File: src/rtl/fp16_pkg.sv
// Shared FP16 constants, unpacked-operand type and accumulator FSM states.
package fp16_pkg;

  localparam int          EXP_W    = 5;
  localparam int          FRAC_W   = 10;
  localparam int          EXP_BIAS = 15;
  localparam int          EMIN     = -14;
  localparam logic [14:0] SAT_MAG  = 15'h7FFF;
  localparam int          SIG_W    = FRAC_W + 1;

  typedef struct packed {
    logic                sign;
    logic signed [6:0]   exp;
    logic [SIG_W-1:0]    sig;
  } unpacked_t;

  typedef enum logic [2:0] {
    S_IDLE,
    S_ALIGN,
    S_ADD,
    S_NORM,
    S_OUT
  } state_t;

  // Denormals read as exponent EMIN with a clear hidden bit.
  function automatic unpacked_t unpack(input logic [15:0] v);
    unpacked_t        u;
    logic [EXP_W-1:0] field;
    field  = v[14:10];
    u.sign = v[15];
    if (field == '0) begin
      u.exp = 7'(EMIN);
      u.sig = {1'b0, v[FRAC_W-1:0]};
    end else begin
      u.exp = 7'(int'(field) - EXP_BIAS);
      u.sig = {1'b1, v[FRAC_W-1:0]};
    end
    return u;
  endfunction

endpackage

File: src/rtl/fpacc_lod.sv
// Leading-one detector over the pre-normalization significand (carry + 11 bits).
module fpacc_lod
  import fp16_pkg::*;
#(
  parameter int W    = 12,
  parameter int LZ_W = 4
) (
  input  logic [W-1:0]    sig_i,
  output logic [LZ_W-1:0] lz_o,
  output logic            zero_o
);

  // Ascending scan: the highest set bit is the last one to write lz_o.
  always_comb begin
    lz_o   = '0;
    zero_o = 1'b1;
    for (int i = 0; i < W; i++) begin
      if (sig_i[i]) begin
        lz_o   = LZ_W'(W - 1 - i);
        zero_o = 1'b0;
      end
    end
  end

endmodule

File: src/rtl/fp16_accum.sv
// FP16 packet accumulator with a four-state add pipeline (align/add/normalize/output).
// Define FPACC_RNE_EN for round-to-nearest-even; default build truncates.
module fp16_accum
  import fp16_pkg::*;
#(
  parameter int CNT_W   = 8,
  parameter int GUARD_W = 3
) (
  input  logic             clk_i,
  input  logic             rstn_i,
  input  logic [15:0]      prod_i,
  input  logic             prod_valid_i,
  input  logic             prod_last_i,
  output logic             prod_ready_o,
  output logic [15:0]      acc_o,
  output logic             acc_valid_o,
  input  logic             acc_ready_i,
  output logic [CNT_W-1:0] cnt_o,
  output logic             ovf_o
);

  // Aligned operands carry GUARD_W guard bits plus one sticky bit; the sum adds a carry.
  localparam int AW = SIG_W + GUARD_W + 1;
  localparam int SW = AW + 1;

  state_t            state_q, state_d;
  logic [15:0]       prod_q, prod_d, acc_q, acc_d;
  logic              last_q, last_d, ovf_q, ovf_d;
  logic [CNT_W-1:0]  cnt_q, cnt_d;
  logic [AW-1:0]     bigAl_q, bigAl_d, smallAl_q, smallAl_d;
  logic signed [6:0] expBig_q, expBig_d;
  logic              signBig_q, signBig_d, signSmall_q, signSmall_d;
  logic              special_q, special_d, resSign_q, resSign_d;
  logic [SW-1:0]     sum_q, sum_d;

  unpacked_t             opAcc, opProd, opBig, opSmall;
  logic                  accBigger;
  logic [6:0]            expDiff;
  logic [AW-2:0]         smallExt;
  logic [2*(AW-1)-1:0]   shiftWide;
  logic [SW-1:0]         sumAdd;

  logic [3:0]            lodLz, lShift;
  logic                  lodZero;
  logic [6:0]            denormRoom;
  logic signed [6:0]     expNorm, expBiased;
  logic [SW-1:0]         nSig;
  logic [EXP_W-1:0]      field;
  logic [14:0]           mag, magR;
  logic                  expOvf, satNorm;
  logic                  unusedBits;

  fpacc_lod #(.W(SIG_W + 1), .LZ_W(4)) u_lod (
    .sig_i  (sum_q[SW-1 -: SIG_W + 1]),
    .lz_o   (lodLz),
    .zero_o (lodZero)
  );

  // Align: the larger magnitude (ties to the accumulator) keeps its exponent.
  always_comb begin
    opAcc     = unpack(acc_q);
    opProd    = unpack(prod_q);
    accBigger = acc_q[14:0] >= prod_q[14:0];
    opBig     = accBigger ? opAcc : opProd;
    opSmall   = accBigger ? opProd : opAcc;
    expDiff   = 7'(opBig.exp - opSmall.exp);
    smallExt  = {opSmall.sig, {GUARD_W{1'b0}}};
    shiftWide = {smallExt, {(AW-1){1'b0}}} >> expDiff;
    if (expDiff >= 7'(AW - 1)) begin
      smallAl_d = {{(AW-1){1'b0}}, |smallExt};
    end else begin
      smallAl_d = {shiftWide[2*(AW-1)-1 -: AW-1], |shiftWide[AW-2:0]};
    end
    bigAl_d     = {opBig.sig, {(GUARD_W+1){1'b0}}};
    expBig_d    = opBig.exp;
    signBig_d   = opBig.sign;
    signSmall_d = opSmall.sign;
    special_d   = (acc_q[14:10] == 5'h1F) || (prod_q[14:10] == 5'h1F);
  end

  // Add: a zero sum is -0 only when both operands were negative.
  always_comb begin
    if (signBig_q == signSmall_q) begin
      sumAdd = {1'b0, bigAl_q} + {1'b0, smallAl_q};
    end else begin
      sumAdd = {1'b0, bigAl_q} - {1'b0, smallAl_q};
    end
    resSign_d = (sumAdd == '0) ? (signBig_q & signSmall_q) : signBig_q;
    sum_d     = sumAdd;
  end

  // Normalize: a zero LOD result means only the top guard bit can be set (shift by SIG_W).
  always_comb begin
    denormRoom = 7'(expBig_q - 7'(EMIN));
    lShift     = '0;
    if (sum_q[SW-1]) begin
      nSig    = {1'b0, sum_q[SW-1:2], sum_q[1] | sum_q[0]};
      expNorm = expBig_q + 7'sd1;
    end else begin
      lShift = lodZero ? 4'(SIG_W) : lodLz - 4'd1;
      if ({3'b000, lShift} > denormRoom) begin
        lShift = denormRoom[3:0];
      end
      nSig    = sum_q << lShift;
      expNorm = expBig_q - $signed({3'b000, lShift});
    end
    expBiased = expNorm + 7'sd15;
    field     = nSig[SW-2] ? expBiased[EXP_W-1:0] : '0;
    expOvf    = expNorm > 7'sd15;
    mag       = {field, nSig[SW-3 -: FRAC_W]};
`ifdef FPACC_RNE_EN
    magR = mag + 15'(nSig[GUARD_W] & ((|nSig[GUARD_W-1:0]) | nSig[GUARD_W+1]));
`else
    magR = mag;
`endif
    satNorm = special_q || expOvf || (magR[14:10] == 5'h1F);
  end

`ifdef FPACC_RNE_EN
  assign unusedBits = ^{nSig[SW-1], expBiased[6:EXP_W]};
`else
  assign unusedBits = ^{nSig[SW-1], nSig[GUARD_W:0], expBiased[6:EXP_W]};
`endif

  always_comb begin
    state_d = state_q;
    prod_d  = prod_q;
    last_d  = last_q;
    acc_d   = acc_q;
    cnt_d   = cnt_q;
    ovf_d   = ovf_q;
    case (state_q)
      S_IDLE: begin
        if (prod_valid_i) begin
          prod_d  = prod_i;
          last_d  = prod_last_i;
          state_d = S_ALIGN;
        end
      end
      S_ALIGN: state_d = S_ADD;
      S_ADD:   state_d = S_NORM;
      S_NORM: begin
        cnt_d = (&cnt_q) ? cnt_q : cnt_q + 1'b1;
        if (!ovf_q) begin
          if (satNorm) begin
            acc_d = {signBig_q, SAT_MAG};
            ovf_d = 1'b1;
          end else begin
            acc_d = {resSign_q, magR};
          end
        end
        state_d = last_q ? S_OUT : S_IDLE;
      end
      S_OUT: begin
        if (acc_ready_i) begin
          acc_d   = '0;
          cnt_d   = '0;
          ovf_d   = 1'b0;
          last_d  = 1'b0;
          state_d = S_IDLE;
        end
      end
      default: state_d = S_IDLE;
    endcase
  end

  always_ff @(posedge clk_i) begin
    if (!rstn_i) begin
      state_q     <= S_IDLE;
      prod_q      <= '0;
      last_q      <= 1'b0;
      acc_q       <= '0;
      cnt_q       <= '0;
      ovf_q       <= 1'b0;
      bigAl_q     <= '0;
      smallAl_q   <= '0;
      expBig_q    <= '0;
      signBig_q   <= 1'b0;
      signSmall_q <= 1'b0;
      special_q   <= 1'b0;
      resSign_q   <= 1'b0;
      sum_q       <= '0;
    end else begin
      state_q <= state_d;
      prod_q  <= prod_d;
      last_q  <= last_d;
      acc_q   <= acc_d;
      cnt_q   <= cnt_d;
      ovf_q   <= ovf_d;
      if (state_q == S_ALIGN) begin
        bigAl_q     <= bigAl_d;
        smallAl_q   <= smallAl_d;
        expBig_q    <= expBig_d;
        signBig_q   <= signBig_d;
        signSmall_q <= signSmall_d;
        special_q   <= special_d;
      end
      if (state_q == S_ADD) begin
        sum_q     <= sum_d;
        resSign_q <= resSign_d;
      end
    end
  end

  assign prod_ready_o = (state_q == S_IDLE);
  assign acc_valid_o  = (state_q == S_OUT);
  assign acc_o        = acc_q;
  assign cnt_o        = cnt_q;
  assign ovf_o        = ovf_q;

endmodule

File: config.mk
export PLATFORM = sky130hd
export DESIGN_NAME = fp16_accum
export DESIGN_NICKNAME = d
export VERILOG_FILES = /design/src/rtl/fp16_pkg.sv /design/src/rtl/fpacc_lod.sv /design/src/rtl/fp16_accum.sv
export SDC_FILE = /design/constraint.sdc
export NUM_CORES = 1
export LEC_CHECK = 0
export BUFFER_PORTS_ARGS = -buffer_cell sky130_fd_sc_hd__buf_4
export CORE_ASPECT_RATIO = 0.8
export CORE_MARGIN = 10
export CORE_UTILIZATION = 30
export DETAILED_ROUTE_END_ITERATION = 10
export PLACE_DENSITY = 0.54
export SLEW_MARGIN = 30
export SYNTH_ARGS = -nofsm -noshare
export SYNTH_HDL_FRONTEND = slang
export SYNTH_SLANG_ARGS = --single-unit
export TNS_END_PERCENT = 100
File: constraint.sdc
create_clock -name clk_i -period 5.8 [get_ports clk_i]
set_clock_uncertainty 0.1 [all_clocks]
set_input_delay 0.29 -clock clk_i [delete_from_list [all_inputs] [get_ports clk_i]]
set_output_delay 0.29 -clock clk_i [all_outputs]
set_load 0.03 [all_outputs]
==> results of run 1 <==
## power groups by stage
| stage | Combinational [mW] | Clock, mW | Sequential [mW] |
|---|---|---|---|
| 2_1_floorplan | 1.76 | 0 | 0.774 |
| 3_3_place_gp | 2.34 | 0 | 0.791 |
| 3_5_place_dp | 2.34 | 0 | 0.792 |
| 4_1_cts | 2.36 | 0.610 | 0.776 |
| 5_1_grt | 2.77 | 0.634 | 0.785 |
| 6_report | 2.52 | 0.596 | 0.779 |
## kinds of logic after synthesis
group,after synthesis,synth area share
and+or+nand+nor,406,0.225
xor gates and xnor gates,34,0.0350
DFF,97,0.228
muxes,57,0.0847
AOI/OAI and AO/OA,319,0.247
buffers and inverters,145,0.0731
adders and majority gates,71,0.107
## final cells by class
type,count,area [um^2],share of cell area
multi-input combinational,888,6110,0.614
clock buffer,9,225,0.0226
timing repair buffer,116,875,0.0879
sequential,97,1950,0.196
tap,370,463,0.0465
clock inverter,7,60.1,0.00603
inverter,72,272,0.0273
## registers in the layout, indices dropped and copies added (netlist names)
name / cells
smallAl_q: 15
prod_q: 16
cnt_o: 8
state_q: 3
signBig_q: 1
special_q: 1
expBig_q: 6
resSign_q: 1
bigAl_q: 11
sum_q: 16
acc_o: 16
signSmall_q: 1
ovf_o: 1
last_q: 1
## through the flow
stage / instances / worst slack, ns
2_1_floorplan: 1129 / 0.000139
3_3_place_gp: 1538 / 0.195
3_5_place_dp: 1538 / 0.106
4_1_cts: 1554 / 0.0515
5_1_grt: 1559 / -0.0158
6_report: 1559 / 0.287
## path summary, 6_finish.rpt
kind / startpoint / cells after the start / endpoint / slack (ns)
setup / recovery: sum_q[6]$_SDFFE_PN0P_ / 26 / acc_o[8]$_SDFFE_PN0P_ / 0.29
hold / removal: prod_i[3] / 3 / prod_q[3]$_SDFFE_PN0P_ / 0.07
setup reg to reg: sum_q[6]$_SDFFE_PN0P_ / 26 / acc_o[8]$_SDFFE_PN0P_ / 0.29
hold reg to reg: last_q$_SDFFE_PN0P_ / 2 / last_q$_SDFFE_PN0P_ / 0.37
## timing repair
item                       4_1_cts  5_1_grt
hold buffers                     0        0
buffers inserted                 0        4
setup endpoints to repair        0       22
gates resized for setup          0       35
## cell usage after synthesis (all sizes together), types with 5 or more instances
cell | number | area share
a211oi | 23 | 0.020
a21o | 6 | 0.0053
a21oi | 101 | 0.059
a22oi | 23 | 0.020
a311oi | 12 | 0.013
a31o | 5 | 0.0051
a31oi | 13 | 0.010
and2 | 15 | 0.011
and3 | 8 | 0.0059
buf | 27 | 0.021
clkbuf | 46 | 0.020
dfxtp | 97 | 0.23
ha | 68 | 0.10
inv | 69 | 0.030
mux2 | 10 | 0.013
mux2i | 37 | 0.045
mux4 | 10 | 0.026
nand2 | 143 | 0.063
nand2b | 11 | 0.0081
nand3 | 24 | 0.014
nand4 | 15 | 0.011
nor2 | 103 | 0.045
nor2b | 8 | 0.0059
nor3 | 39 | 0.024
nor4 | 11 | 0.010
o211ai | 8 | 0.0076
o21a | 6 | 0.0053
o21ai | 61 | 0.036
o221ai | 5 | 0.0051
o31ai | 8 | 0.0087
or3 | 9 | 0.0072
xnor2 | 23 | 0.024
xor2 | 11 | 0.011
## critical path, stage by stage, from the launching register on
cell	delay (ns)
sky130_fd_sc_hd__dfxtp_2	0.34
sky130_fd_sc_hd__nor2_1	0.09
sky130_fd_sc_hd__o21ai_0	0.09
sky130_fd_sc_hd__a211o_1	0.33
sky130_fd_sc_hd__nand2b_1	0.16
sky130_fd_sc_hd__ha_2	0.33
sky130_fd_sc_hd__inv_2	0.07
sky130_fd_sc_hd__a31oi_4	0.19
sky130_fd_sc_hd__clkinv_2	0.08
sky130_fd_sc_hd__ha_1	0.29
sky130_fd_sc_hd__nand2b_1	0.07
sky130_fd_sc_hd__a21oi_2	0.17
sky130_fd_sc_hd__o2111ai_2	0.22
sky130_fd_sc_hd__nor2_1	0.37
sky130_fd_sc_hd__o21ai_2	0.16
sky130_fd_sc_hd__xnor2_2	0.18
sky130_fd_sc_hd__nor2_1	0.07
sky130_fd_sc_hd__ha_1	0.34
sky130_fd_sc_hd__nor2b_2	0.17
sky130_fd_sc_hd__o21ai_2	0.17
sky130_fd_sc_hd__nor3b_4	0.23
sky130_fd_sc_hd__a21oi_1	0.05
sky130_fd_sc_hd__or3_1	0.31
sky130_fd_sc_hd__a22o_1	0.21
sky130_fd_sc_hd__a21oi_2	0.20
sky130_fd_sc_hd__and2_2	0.27
sky130_fd_sc_hd__a31oi_1	0.10
## metal layers
metal  global-route usage  up-vias  wire (um)
li1                     -     4195          -
met1                0.218     3840      14000
met2                0.209      284      10900
met3               0.0372       24       2170
met4               0.0302        0        316
met5                    0        -          0
==> flow_results.xml, run 1 <==
<?xml version="1.0" encoding="UTF-8"?>
<metrics>
  <group name="status">
    <metric name="run_status" unit="">finished, final reports clean</metric>
  </group>
  <group name="global_routing">
    <metric name="grt_remaining_overflow" unit="">0</metric>
    <metric name="grt_util_all_layers" unit="">0.148</metric>
    <metric name="initial_antenna_violation_count" unit="">0</metric>
    <metric name="grt_start_max_net_pins" unit="">65</metric>
    <metric name="first_global_vias" unit="">7796</metric>
    <metric name="grt_pass1_wl" unit="um">43000</metric>
  </group>
  <group name="route">
    <metric name="final_antenna_net_count" unit="">0</metric>
    <metric name="dr_total_vias" unit="">8343</metric>
    <metric name="average_wire_per_cell_in_the_routed_design" unit="um">17.5</metric>
    <metric name="detailedRoute.firstPassIterationCount" unit="">5</metric>
    <metric name="vias_per_cell" unit="">5.35</metric>
    <metric name="detail_route.iter0.violations" unit="">712</metric>
    <metric name="drc" unit="">0</metric>
    <metric name="route.final.wire_length" unit="um">27300</metric>
  </group>
  <group name="logic_synthesis">
    <metric name="synth.cell_area" unit="mm^2">0.00851</metric>
    <metric name="edff_count_synth" unit="">0</metric>
    <metric name="synth_nets" unit="">1221</metric>
    <metric name="synth-seq-area-share" unit="">0.228</metric>
    <metric name="synth_warnings" unit="">0</metric>
    <metric name="async_reset_ff_frac" unit="">0</metric>
    <metric name="postSynthCellCount" unit="">1129</metric>
    <metric name="postSynthRegisterBits" unit="">97</metric>
    <metric name="most_frequently_used_flop_master_after_synthesis" unit="">sky130_fd_sc_hd__dfxtp_1</metric>
    <metric name="postSynthAreaPerCell" unit="um^2">7.54</metric>
    <metric name="post_synth_num_cell_types" unit="">85</metric>
  </group>
  <group name="sta">
    <metric name="slew_violations" unit="">0</metric>
    <metric name="worst-slew-pin-transition" unit="ns">0.758</metric>
    <metric name="fin_crit_sh" unit="">0.950</metric>
    <metric name="fin_crit" unit="ns">5.51</metric>
    <metric name="report.final.hold_viol_count" unit="">0</metric>
    <metric name="report.final.setup_viol" unit="">0</metric>
    <metric name="max_freq" unit="GHz">0.181</metric>
    <metric name="whs" unit="ns">0.0673</metric>
    <metric name="timing.setup.tns" unit="ns">0</metric>
    <metric name="max-slew-margin-rel" unit="">0.494</metric>
  </group>
  <group name="floorplan">
    <metric name="placeableCoreArea" unit="mm^2">0.0281</metric>
    <metric name="fp.dieH" unit="um">171</metric>
    <metric name="die_x" unit="um">208</metric>
    <metric name="die_area" unit="mm^2">0.0356</metric>
    <metric name="num_rows" unit="">55</metric>
    <metric name="initial_core_util" unit="">0.302</metric>
    <metric name="io_pins" unit="">48</metric>
  </group>
  <group name="power_and_ir_drop">
    <metric name="power.share.clock" unit="">0.153</metric>
    <metric name="powerDensity" unit="mW/mm^2">391</metric>
    <metric name="cell_leakage_power" unit="nW">3.87</metric>
    <metric name="swShare" unit="">0.480</metric>
    <metric name="comb_power_share" unit="">0.647</metric>
    <metric name="finalPower" unit="mW">3.89</metric>
    <metric name="switching_power" unit="mW">1.87</metric>
    <metric name="ir_drop" unit="mV">0.155</metric>
    <metric name="p_seq_frac" unit="">0.200</metric>
    <metric name="p_int" unit="mW">2.02</metric>
  </group>
  <group name="clock_tree">
    <metric name="latest_clock_arrival_within_the_worst_skew_pair" unit="ns">0.36</metric>
    <metric name="clock_path_buffers" unit="">2</metric>
    <metric name="clockRootBuffer" unit="">sky130_fd_sc_hd__clkbuf_16</metric>
    <metric name="clock_pin_slew_on_the_worst_setup_and_hold_paths" unit="ns">0.08</metric>
    <metric name="htree_levels" unit="">3</metric>
    <metric name="cts_inserted_buffers" unit="">9</metric>
    <metric name="tritoncts_clock_tree" unit="">yes</metric>
    <metric name="cts.sinks" unit="">97</metric>
  </group>
  <group name="layout">
    <metric name="most_common_cell_after_layout_fill_and_taps_aside" unit="">sky130_fd_sc_hd__nand2_1</metric>
    <metric name="share_of_cells_above_drive_strength_1" unit="">0.178</metric>
    <metric name="fin_nets" unit="">1276</metric>
    <metric name="layout.filler_cells" unit="">2988</metric>
    <metric name="syn2layout_area_growth" unit="%">16.9</metric>
    <metric name="final_cell_area" unit="mm^2">0.00995</metric>
    <metric name="finalCoreUtilization" unit="">0.354</metric>
    <metric name="final_cell_mix" unit="">sky130_fd_sc_hd__nand2_1, sky130_fd_sc_hd__buf_4, sky130_fd_sc_hd__nor2_1, sky130_fd_sc_hd__a21oi_1, sky130_fd_sc_hd__dfxtp_1</metric>
    <metric name="antenna_cells" unit="">0</metric>
  </group>
  <group name="setup_path">
    <metric name="cp_max_fo" unit="">7</metric>
    <metric name="endpoint_kind" unit="">register</metric>
    <metric name="crit_required" unit="ns">5.93</metric>
    <metric name="cp_data_arrival_time" unit="ns">5.65</metric>
    <metric name="worst_setup_path_start_kind" unit="">register</metric>
    <metric name="crit_type" unit="">reg2reg</metric>
  </group>
  <group name="placed_design">
    <metric name="detailed_place.area" unit="mm^2">0.00949</metric>
    <metric name="routabilityCongestion" unit="">0.899</metric>
    <metric name="post-dp-hpwl" unit="um">21300</metric>
    <metric name="io_buffer_count" unit="">47</metric>
  </group>
  <group name="worst_hold_path">
    <metric name="timing.hold.worst.class" unit="">in2reg</metric>
  </group>
  <group name="flow_run">
    <metric name="drv_cap" unit="">0</metric>
  </group>
</metrics>
No activity file was read; power rests on OpenSTA's default activity.
==> run 2: changes to the inputs <==
CAP_MARGIN = 5   (was not set)
clock period = 4.9 ns   (was 5.8 ns; I/O delays follow)
==> run 2 against run 1 <==
Effect of this change: the run now ends with setup timing left; utilization grew 3.4 points; critical path depth rose by 1; clock power rose by 34%; combinational power grew 45%; count of clock-buffer cells in the layout grew 2.
==> flow_results.xml, run 2 (synthesis gave the netlist of run 1 again) <==
<?xml version="1.0" encoding="UTF-8"?>
<metrics>
  <group name="sta">
    <metric name="max_freq" unit="GHz">0.188</metric>
    <metric name="max-slew-margin-rel" unit="">0.435</metric>
    <metric name="worst-slew-pin-transition" unit="ns">0.845</metric>
    <metric name="fin_crit_sh" unit="">1.09</metric>
    <metric name="rsz0062_at_grt" unit="">yes</metric>
    <metric name="fin_crit" unit="ns">5.32</metric>
    <metric name="postLayoutSetupSlackWorst" unit="ns">-0.424</metric>
    <metric name="report.final.hold_viol_count" unit="">0</metric>
    <metric name="slew_violations" unit="">0</metric>
    <metric name="whs" unit="ns">0.0299</metric>
    <metric name="report.final.setup_viol" unit="">17</metric>
    <metric name="timing.setup.tns" unit="ns">-5.87</metric>
  </group>
  <group name="route">
    <metric name="final_antenna_net_count" unit="">0</metric>
    <metric name="detailedRoute.firstPassIterationCount" unit="">5</metric>
    <metric name="detail_route.iter0.violations" unit="">812</metric>
    <metric name="met3WireLength" unit="um">1800</metric>
    <metric name="average_wire_per_cell_in_the_routed_design" unit="um">17.5</metric>
    <metric name="route.final.wire_length" unit="um">28900</metric>
    <metric name="dr_total_vias" unit="">8753</metric>
    <metric name="vias_per_cell" unit="">5.31</metric>
    <metric name="drc" unit="">0</metric>
    <metric name="highest_metal_used" unit="">met4</metric>
    <metric name="detail_route.wirelength.met1" unit="um">15100</metric>
    <metric name="wl_met2" unit="um">11600</metric>
  </group>
  <group name="setup_path">
    <metric name="critical_path_cell_count" unit="">27</metric>
    <metric name="crit_required" unit="ns">5.01</metric>
    <metric name="crit_type" unit="">reg2reg</metric>
    <metric name="critPathMostFrequentCell" unit="">sky130_fd_sc_hd__ha_4</metric>
    <metric name="path_delay_family" unit="">compound AO/OA/AOI/OAI gates</metric>
    <metric name="timing.critical_path.slowest_cell_delay" unit="ns">0.33</metric>
    <metric name="critical_path.n_buffers_inverters" unit="">3</metric>
    <metric name="endpoint_kind" unit="">register</metric>
    <metric name="ff2ff_setup_slack" unit="ns">-0.42</metric>
    <metric name="cp_data_arrival_time" unit="ns">5.43</metric>
    <metric name="worst_setup_path_start_kind" unit="">register</metric>
    <metric name="worst_r2r_path_depth" unit="">27</metric>
    <metric name="slowest_stage" unit="">sky130_fd_sc_hd__dfxtp_2</metric>
    <metric name="cp_max_fo" unit="">7</metric>
  </group>
  <group name="layout">
    <metric name="multiInputGateArea" unit="mm^2">0.00632</metric>
    <metric name="final-seq-area" unit="mm^2">0.00197</metric>
    <metric name="fin_nets" unit="">1364</metric>
    <metric name="layout.filler_cells" unit="">2949</metric>
    <metric name="final_cell_mix" unit="">sky130_fd_sc_hd__buf_4, sky130_fd_sc_hd__nand2_1, sky130_fd_sc_hd__nor2_1, sky130_fd_sc_hd__a21oi_1, sky130_fd_sc_hd__dfxtp_1</metric>
    <metric name="antenna_cells" unit="">0</metric>
    <metric name="syn2layout_area_growth" unit="%">28.0</metric>
    <metric name="share_of_cells_above_drive_strength_1" unit="">0.268</metric>
    <metric name="final_cell_area" unit="mm^2">0.0109</metric>
    <metric name="most_common_cell_after_layout_fill_and_taps_aside" unit="">sky130_fd_sc_hd__buf_4</metric>
  </group>
  <group name="clock_tree">
    <metric name="cts_inserted_buffers" unit="">9</metric>
    <metric name="tritoncts_clock_tree" unit="">yes</metric>
    <metric name="cts.sinks" unit="">97</metric>
    <metric name="latest_clock_arrival_within_the_worst_skew_pair" unit="ns">0.36</metric>
    <metric name="clock_path_buffers" unit="">2</metric>
    <metric name="htree_levels" unit="">3</metric>
    <metric name="clock_pin_slew_on_the_worst_setup_and_hold_paths" unit="ns">0.07</metric>
    <metric name="clockRootBuffer" unit="">sky130_fd_sc_hd__clkbuf_16</metric>
  </group>
  <group name="placed_design">
    <metric name="detailed_place.area" unit="mm^2">0.0102</metric>
    <metric name="post-place-ws" unit="ns">-0.547</metric>
    <metric name="io_buffer_count" unit="">47</metric>
    <metric name="routabilityCongestion" unit="">0.920</metric>
    <metric name="post-dp-hpwl" unit="um">22500</metric>
  </group>
  <group name="worst_hold_path">
    <metric name="min_path_cells" unit="">3</metric>
    <metric name="timing.hold.worst.class" unit="">in2reg</metric>
  </group>
  <group name="floorplan">
    <metric name="io_pins" unit="">48</metric>
    <metric name="fp.dieH" unit="um">171</metric>
    <metric name="placeableCoreArea" unit="mm^2">0.0281</metric>
    <metric name="initial_core_util" unit="">0.302</metric>
    <metric name="die_area" unit="mm^2">0.0356</metric>
    <metric name="die_x" unit="um">208</metric>
    <metric name="num_rows" unit="">55</metric>
  </group>
  <group name="global_routing">
    <metric name="grt_remaining_overflow" unit="">0</metric>
    <metric name="first_global_vias" unit="">8126</metric>
    <metric name="grt_pass1_wl" unit="um">45400</metric>
    <metric name="grt_start_max_net_pins" unit="">64</metric>
    <metric name="grt_util_all_layers" unit="">0.156</metric>
    <metric name="initial_antenna_violation_count" unit="">0</metric>
  </group>
  <group name="status">
    <metric name="violations" unit="">setup timing</metric>
    <metric name="run_status" unit="">complete, but fails checks</metric>
  </group>
  <group name="power_and_ir_drop">
    <metric name="powerDensity" unit="mW/mm^2">493</metric>
    <metric name="finalPower" unit="mW">5.37</metric>
    <metric name="cell_leakage_power" unit="nW">4.38</metric>
    <metric name="ir_drop" unit="mV">0.206</metric>
  </group>
  <group name="flow_run">
    <metric name="drv_cap" unit="">0</metric>
  </group>
</metrics>
==> run 2: changes by cell type in the layout (fill, tap and decap cells not counted), moves of 6 or more <==
cell                      delta
sky130_fd_sc_hd__nor2_1      -6
sky130_fd_sc_hd__o21ai_1     +6
sky130_fd_sc_hd__nor2_2      +6
sky130_fd_sc_hd__a21oi_1     -6
sky130_fd_sc_hd__dfxtp_2     +8
sky130_fd_sc_hd__dfxtp_1    -10
sky130_fd_sc_hd__buf_4      +86
sky130_fd_sc_hd__o21ai_0     -8
==> run 2: final timing paths <==
kind,from,end
min reg2reg,last_q$_SDFFE_PN0P_,last_q$_SDFFE_PN0P_
max,sum_q[5]$_SDFFE_PN0P_,acc_o[4]$_SDFFE_PN0P_
min,prod_i[4],prod_q[4]$_SDFFE_PN0P_
max reg2reg,sum_q[5]$_SDFFE_PN0P_,acc_o[4]$_SDFFE_PN0P_
==> run 2: cell type report <==
| class | instances | share of cell area |
|---|---|---|
| clock buffers | 11 | 0.0223 |
| multi-input cells | 888 | 0.580 |
| clock inverters | 5 | 0.00792 |
| inverters | 72 | 0.0254 |
| well taps | 370 | 0.0425 |
| flip-flops and latches | 97 | 0.180 |
| repair buffers | 204 | 0.142 |
==> run 2: per-stage QoR <==
stage	cells	util
floorplan	1129	-
global placement	1619	0.362
finish	1647	0.387
CTS	1640	0.379
global route	1647	0.387
detailed placement	1619	0.363
==> run 2: power by group <==
| group | internal [mW] | switching, mW | leakage (nW) |
|---|---|---|---|
| logic | 1.67 | 2.00 | 3.42 |
| clock network | 0.466 | 0.332 | 0.160 |
| registers | 0.844 | 0.0693 | 0.796 |
==> run 2: per-layer routing <==
layer / vias to the layer above / GRT usage
li1: 4372 / -
met1: 4108 / 0.235
met2: 256 / 0.224
met3: 17 / 0.0304
met4: 0 / 0.0270
met5: - / 0
==> run 2: worst reg2reg max path: stages (launching register included) <==
cell and delay [ns]:
sky130_fd_sc_hd__dfxtp_2 0.33, sky130_fd_sc_hd__nand2b_4 0.13, sky130_fd_sc_hd__a221oi_2 0.24, sky130_fd_sc_hd__o211ai_1 0.11, sky130_fd_sc_hd__buf_4 0.16, sky130_fd_sc_hd__ha_4 0.28, sky130_fd_sc_hd__inv_6 0.03, sky130_fd_sc_hd__a31oi_4 0.16
sky130_fd_sc_hd__clkinv_2 0.10, sky130_fd_sc_hd__ha_4 0.29, sky130_fd_sc_hd__nand2b_4 0.06, sky130_fd_sc_hd__a21oi_4 0.16, sky130_fd_sc_hd__o2111a_2 0.27, sky130_fd_sc_hd__a21oi_2 0.08, sky130_fd_sc_hd__or2_4 0.27, sky130_fd_sc_hd__ha_4 0.17
sky130_fd_sc_hd__xnor2_2 0.12, sky130_fd_sc_hd__nor2_1 0.06, sky130_fd_sc_hd__ha_1 0.32, sky130_fd_sc_hd__nor2b_4 0.14, sky130_fd_sc_hd__o21ai_2 0.20, sky130_fd_sc_hd__nor3b_4 0.23, sky130_fd_sc_hd__a21oi_1 0.06, sky130_fd_sc_hd__or3_1 0.30
sky130_fd_sc_hd__a22o_1 0.22, sky130_fd_sc_hd__a21oi_2 0.22, sky130_fd_sc_hd__and2_4 0.25, sky130_fd_sc_hd__a311oi_2 0.11
==> run 2: timing repair <==
action,4_1_cts,5_1_grt
hold buffers,0,0
endpoints found under the setup margin,17,31
endpoints found under the hold margin,0,0
pin swaps,25,32
gates cloned,1,0
buffers inserted,5,7
resized for setup,24,45
==> run 3: changes to the inputs <==
--- a/config.mk
+++ b/config.mk
@@ -9,5 +9,4 @@
 export CAP_MARGIN = 5
 export CORE_ASPECT_RATIO = 0.8
-export CORE_MARGIN = 10
 export CORE_UTILIZATION = 30
 export DETAILED_ROUTE_END_ITERATION = 10
==> constraint.sdc (replaced) <==
create_clock -name clk_i -period 4.9 [get_ports clk_i]
set_clock_uncertainty 0.1 [all_clocks]
set_input_delay 0.49 -clock clk_i [delete_from_list [all_inputs] [get_ports clk_i]]
set_output_delay 0.49 -clock clk_i [all_outputs]
set_load 0.03 [all_outputs]
==> run 3 against run 2 <==
Effect of this change: the run still ends with setup timing left; cell count decreased by 0.49%; combinational power about the same; routed wire length shrank 2.1%; global-route usage up 3.7 points; sequential power is essentially flat; power is 0.11% lower; non-clock buffer count shrank 2; worst setup slack worse by 0.010 ns.
==> flow_results.xml, run 3 (synthesis gave the netlist of run 1 again) <==
<?xml version="1.0" encoding="UTF-8"?>
<metrics>
  <group name="floorplan">
    <metric name="num_rows" unit="">54</metric>
    <metric name="die_area" unit="mm^2">0.0291</metric>
    <metric name="fp.dieH" unit="um">153</metric>
    <metric name="io_pins" unit="">48</metric>
    <metric name="initial_core_util" unit="">0.309</metric>
    <metric name="placeableCoreArea" unit="mm^2">0.0276</metric>
    <metric name="die_x" unit="um">190</metric>
  </group>
  <group name="clock_tree">
    <metric name="clockRootBuffer" unit="">sky130_fd_sc_hd__clkbuf_16</metric>
    <metric name="clock_path_buffers" unit="">2</metric>
    <metric name="latest_clock_arrival_within_the_worst_skew_pair" unit="ns">0.37</metric>
    <metric name="htree_levels" unit="">3</metric>
    <metric name="clock_pin_slew_on_the_worst_setup_and_hold_paths" unit="ns">0.08</metric>
    <metric name="tritoncts_clock_tree" unit="">yes</metric>
    <metric name="hold_buffers" unit="">0</metric>
    <metric name="cts_inserted_buffers" unit="">9</metric>
    <metric name="cts.sinks" unit="">97</metric>
  </group>
  <group name="route">
    <metric name="detail_route.iter0.violations" unit="">745</metric>
    <metric name="route.final.wire_length" unit="um">28200</metric>
    <metric name="detailedRoute.firstPassIterationCount" unit="">5</metric>
    <metric name="vias_per_cell" unit="">5.32</metric>
    <metric name="drc" unit="">0</metric>
    <metric name="final_antenna_net_count" unit="">0</metric>
    <metric name="dr_total_vias" unit="">8718</metric>
    <metric name="average_wire_per_cell_in_the_routed_design" unit="um">17.2</metric>
  </group>
  <group name="sta">
    <metric name="max_freq" unit="GHz">0.187</metric>
    <metric name="postLayoutSetupSlackWorst" unit="ns">-0.434</metric>
    <metric name="report.final.setup_viol" unit="">17</metric>
    <metric name="slew_violations" unit="">0</metric>
    <metric name="max-slew-margin-rel" unit="">0.475</metric>
    <metric name="worst-slew-pin-transition" unit="ns">0.786</metric>
    <metric name="report.final.hold_viol_count" unit="">0</metric>
    <metric name="rsz0062_at_grt" unit="">yes</metric>
    <metric name="fin_crit" unit="ns">5.33</metric>
    <metric name="fin_crit_sh" unit="">1.09</metric>
  </group>
  <group name="placed_design">
    <metric name="io_buffer_count" unit="">47</metric>
    <metric name="post-dp-hpwl" unit="um">21800</metric>
    <metric name="number_of_instances_in_the_placed_design" unit="">1603</metric>
    <metric name="routabilityCongestion" unit="">0.907</metric>
    <metric name="post-place-ws" unit="ns">-0.626</metric>
  </group>
  <group name="setup_path">
    <metric name="endpoint_kind" unit="">register</metric>
    <metric name="crit_type" unit="">reg2reg</metric>
    <metric name="ff2ff_setup_slack" unit="ns">-0.43</metric>
    <metric name="cp_max_fo" unit="">7</metric>
    <metric name="worst_r2r_path_depth" unit="">27</metric>
    <metric name="timing.critical_path.slowest_cell_delay" unit="ns">0.39</metric>
    <metric name="cp_data_arrival_time" unit="ns">5.45</metric>
    <metric name="critical_path.reg2reg.startpoint" unit="">sum_q[8]$_SDFFE_PN0P_</metric>
    <metric name="timing.rr.end" unit="">acc_o[4]$_SDFFE_PN0P_</metric>
    <metric name="slowest_stage" unit="">sky130_fd_sc_hd__dfxtp_4</metric>
    <metric name="critPathMostFrequentCell" unit="">sky130_fd_sc_hd__ha_4</metric>
    <metric name="crit_required" unit="ns">5.02</metric>
    <metric name="worst_setup_path_start_kind" unit="">register</metric>
  </group>
  <group name="worst_hold_path">
    <metric name="min-delay-start" unit="">prod_i[4]</metric>
    <metric name="timing.hold.worst.class" unit="">in2reg</metric>
    <metric name="min_path_cells" unit="">3</metric>
    <metric name="whs_endpoint" unit="">prod_q[4]$_SDFFE_PN0P_</metric>
  </group>
  <group name="layout">
    <metric name="most_common_cell_after_layout_fill_and_taps_aside" unit="">sky130_fd_sc_hd__buf_4</metric>
    <metric name="layoutNonFillerInstCount" unit="">1639</metric>
    <metric name="final_cell_mix" unit="">sky130_fd_sc_hd__buf_4, sky130_fd_sc_hd__nand2_1, sky130_fd_sc_hd__nor2_1, sky130_fd_sc_hd__a21oi_1, sky130_fd_sc_hd__dfxtp_1</metric>
    <metric name="syn2layout_area_growth" unit="%">27.6</metric>
    <metric name="fin_nets" unit="">1362</metric>
    <metric name="share_of_cells_above_drive_strength_1" unit="">0.264</metric>
    <metric name="antenna_cells" unit="">0</metric>
  </group>
  <group name="global_routing">
    <metric name="grt_pass1_wl" unit="um">44600</metric>
    <metric name="grt_remaining_overflow" unit="">0</metric>
    <metric name="first_global_vias" unit="">8007</metric>
    <metric name="initial_antenna_violation_count" unit="">0</metric>
    <metric name="grt_util_all_layers" unit="">0.193</metric>
    <metric name="grt_start_max_net_pins" unit="">65</metric>
  </group>
  <group name="status">
    <metric name="run_status" unit="">complete, but fails checks</metric>
    <metric name="violations" unit="">setup timing</metric>
  </group>
  <group name="power_and_ir_drop">
    <metric name="powerDensity" unit="mW/mm^2">494</metric>
    <metric name="ir_drop" unit="mV">0.222</metric>
    <metric name="cell_leakage_power" unit="nW">4.36</metric>
  </group>
  <group name="flow_run">
    <metric name="drv_cap" unit="">0</metric>
  </group>
</metrics>
## run 3: cell count changes in the layout (fill, tap and decap cells not counted), sizes merged
| cell | previous run | this run |
|---|---|---|
| buf | 204 | 202 |
| bufinv | 2 | 1 |
| clkbuf | 11 | 9 |
| clkinvlp | 0 | 1 |
| inv | 70 | 72 |
## run 3: worst max path at each step
stage / from / endpoint / cells past startpoint
2_1_floorplan: sum_q[6]$_SDFFE_PN0P_ / acc_o[1]$_SDFFE_PN0P_ / 33
3_3_place_gp: sum_q[6]$_SDFFE_PN0P_ / acc_o[5]$_SDFFE_PN0P_ / 27
3_5_place_dp: sum_q[6]$_SDFFE_PN0P_ / acc_o[4]$_SDFFE_PN0P_ / 27
4_1_cts: sum_q[5]$_SDFFE_PN0P_ / acc_o[5]$_SDFFE_PN0P_ / 26
5_1_grt: sum_q[10]$_SDFFE_PN0P_ / acc_o[4]$_SDFFE_PN0P_ / 28
6_report: sum_q[8]$_SDFFE_PN0P_ / acc_o[4]$_SDFFE_PN0P_ / 27
## run 3: layout make-up
class | count | area, um^2
well taps | 364 | 455
multi-input cells | 888 | 6310
repair buffers | 202 | 1530
flip-flops and latches | 97 | 1970
clock inverters | 7 | 86.3
clock buffers | 9 | 225
fillers | 2894 | 16700
inverters | 72 | 279
## run 3: where the power goes
group          internal, mW  switching (mW)  leakage, nW  total, mW
sequential            0.844          0.0697        0.797      0.913
clock                 0.408           0.359        0.150      0.767
combinational          1.67            2.02         3.41       3.69
## run 3: metrics by stage
step / power (mW) / hold slack (ns) / utilization / area [um^2] / setup TNS, ns
final: 5.37 / 0.258 / 0.394 / 10900 / -6.12
after global routing: 5.74 / 0.259 / 0.394 / 10900 / -10.55
after CTS: 5.21 / 0.257 / 0.388 / 10700 / -5.58
after detailed placement: 4.20 / 0.375 / 0.367 / 10100 / -9.53
after global placement: 4.20 / 0.362 / 0.367 / 10100 / -8.20
after floorplan: 3.10 / 0.346 / - / 8660 / -10.26
## run 3: what timing repair did
action | 4_1_cts | 5_1_grt
pin swaps | 28 | 27
resized for setup | 38 | 35
gates cloned | 1 | 0
setup buffers | 13 | 8
setup endpoints to repair | 17 | 30
hold endpoints to repair | 0 | 0
## run 3: critical path, delay by kind of cell (launching register included)
family | cells | cell delay [ns]
AO/OA/AOI/OAI | 11 | 1.85
XOR/XNOR | 1 | 0.11
adder cells (fa/ha/maj) | 4 | 1.08
buffers and inverters | 4 | 0.34
flip-flops | 1 | 0.39
AND/OR/NAND/NOR | 7 | 1.32
## run 3: routing by layer
layer / vias up / GRT usage / wire, um
met4: 0 / 0.0408 / 313
li1: 4367 / - / -
met1: 4070 / 0.301 / 14800
met2: 259 / 0.267 / 11400
met3: 22 / 0.0368 / 1690
met5: - / 0 / 0
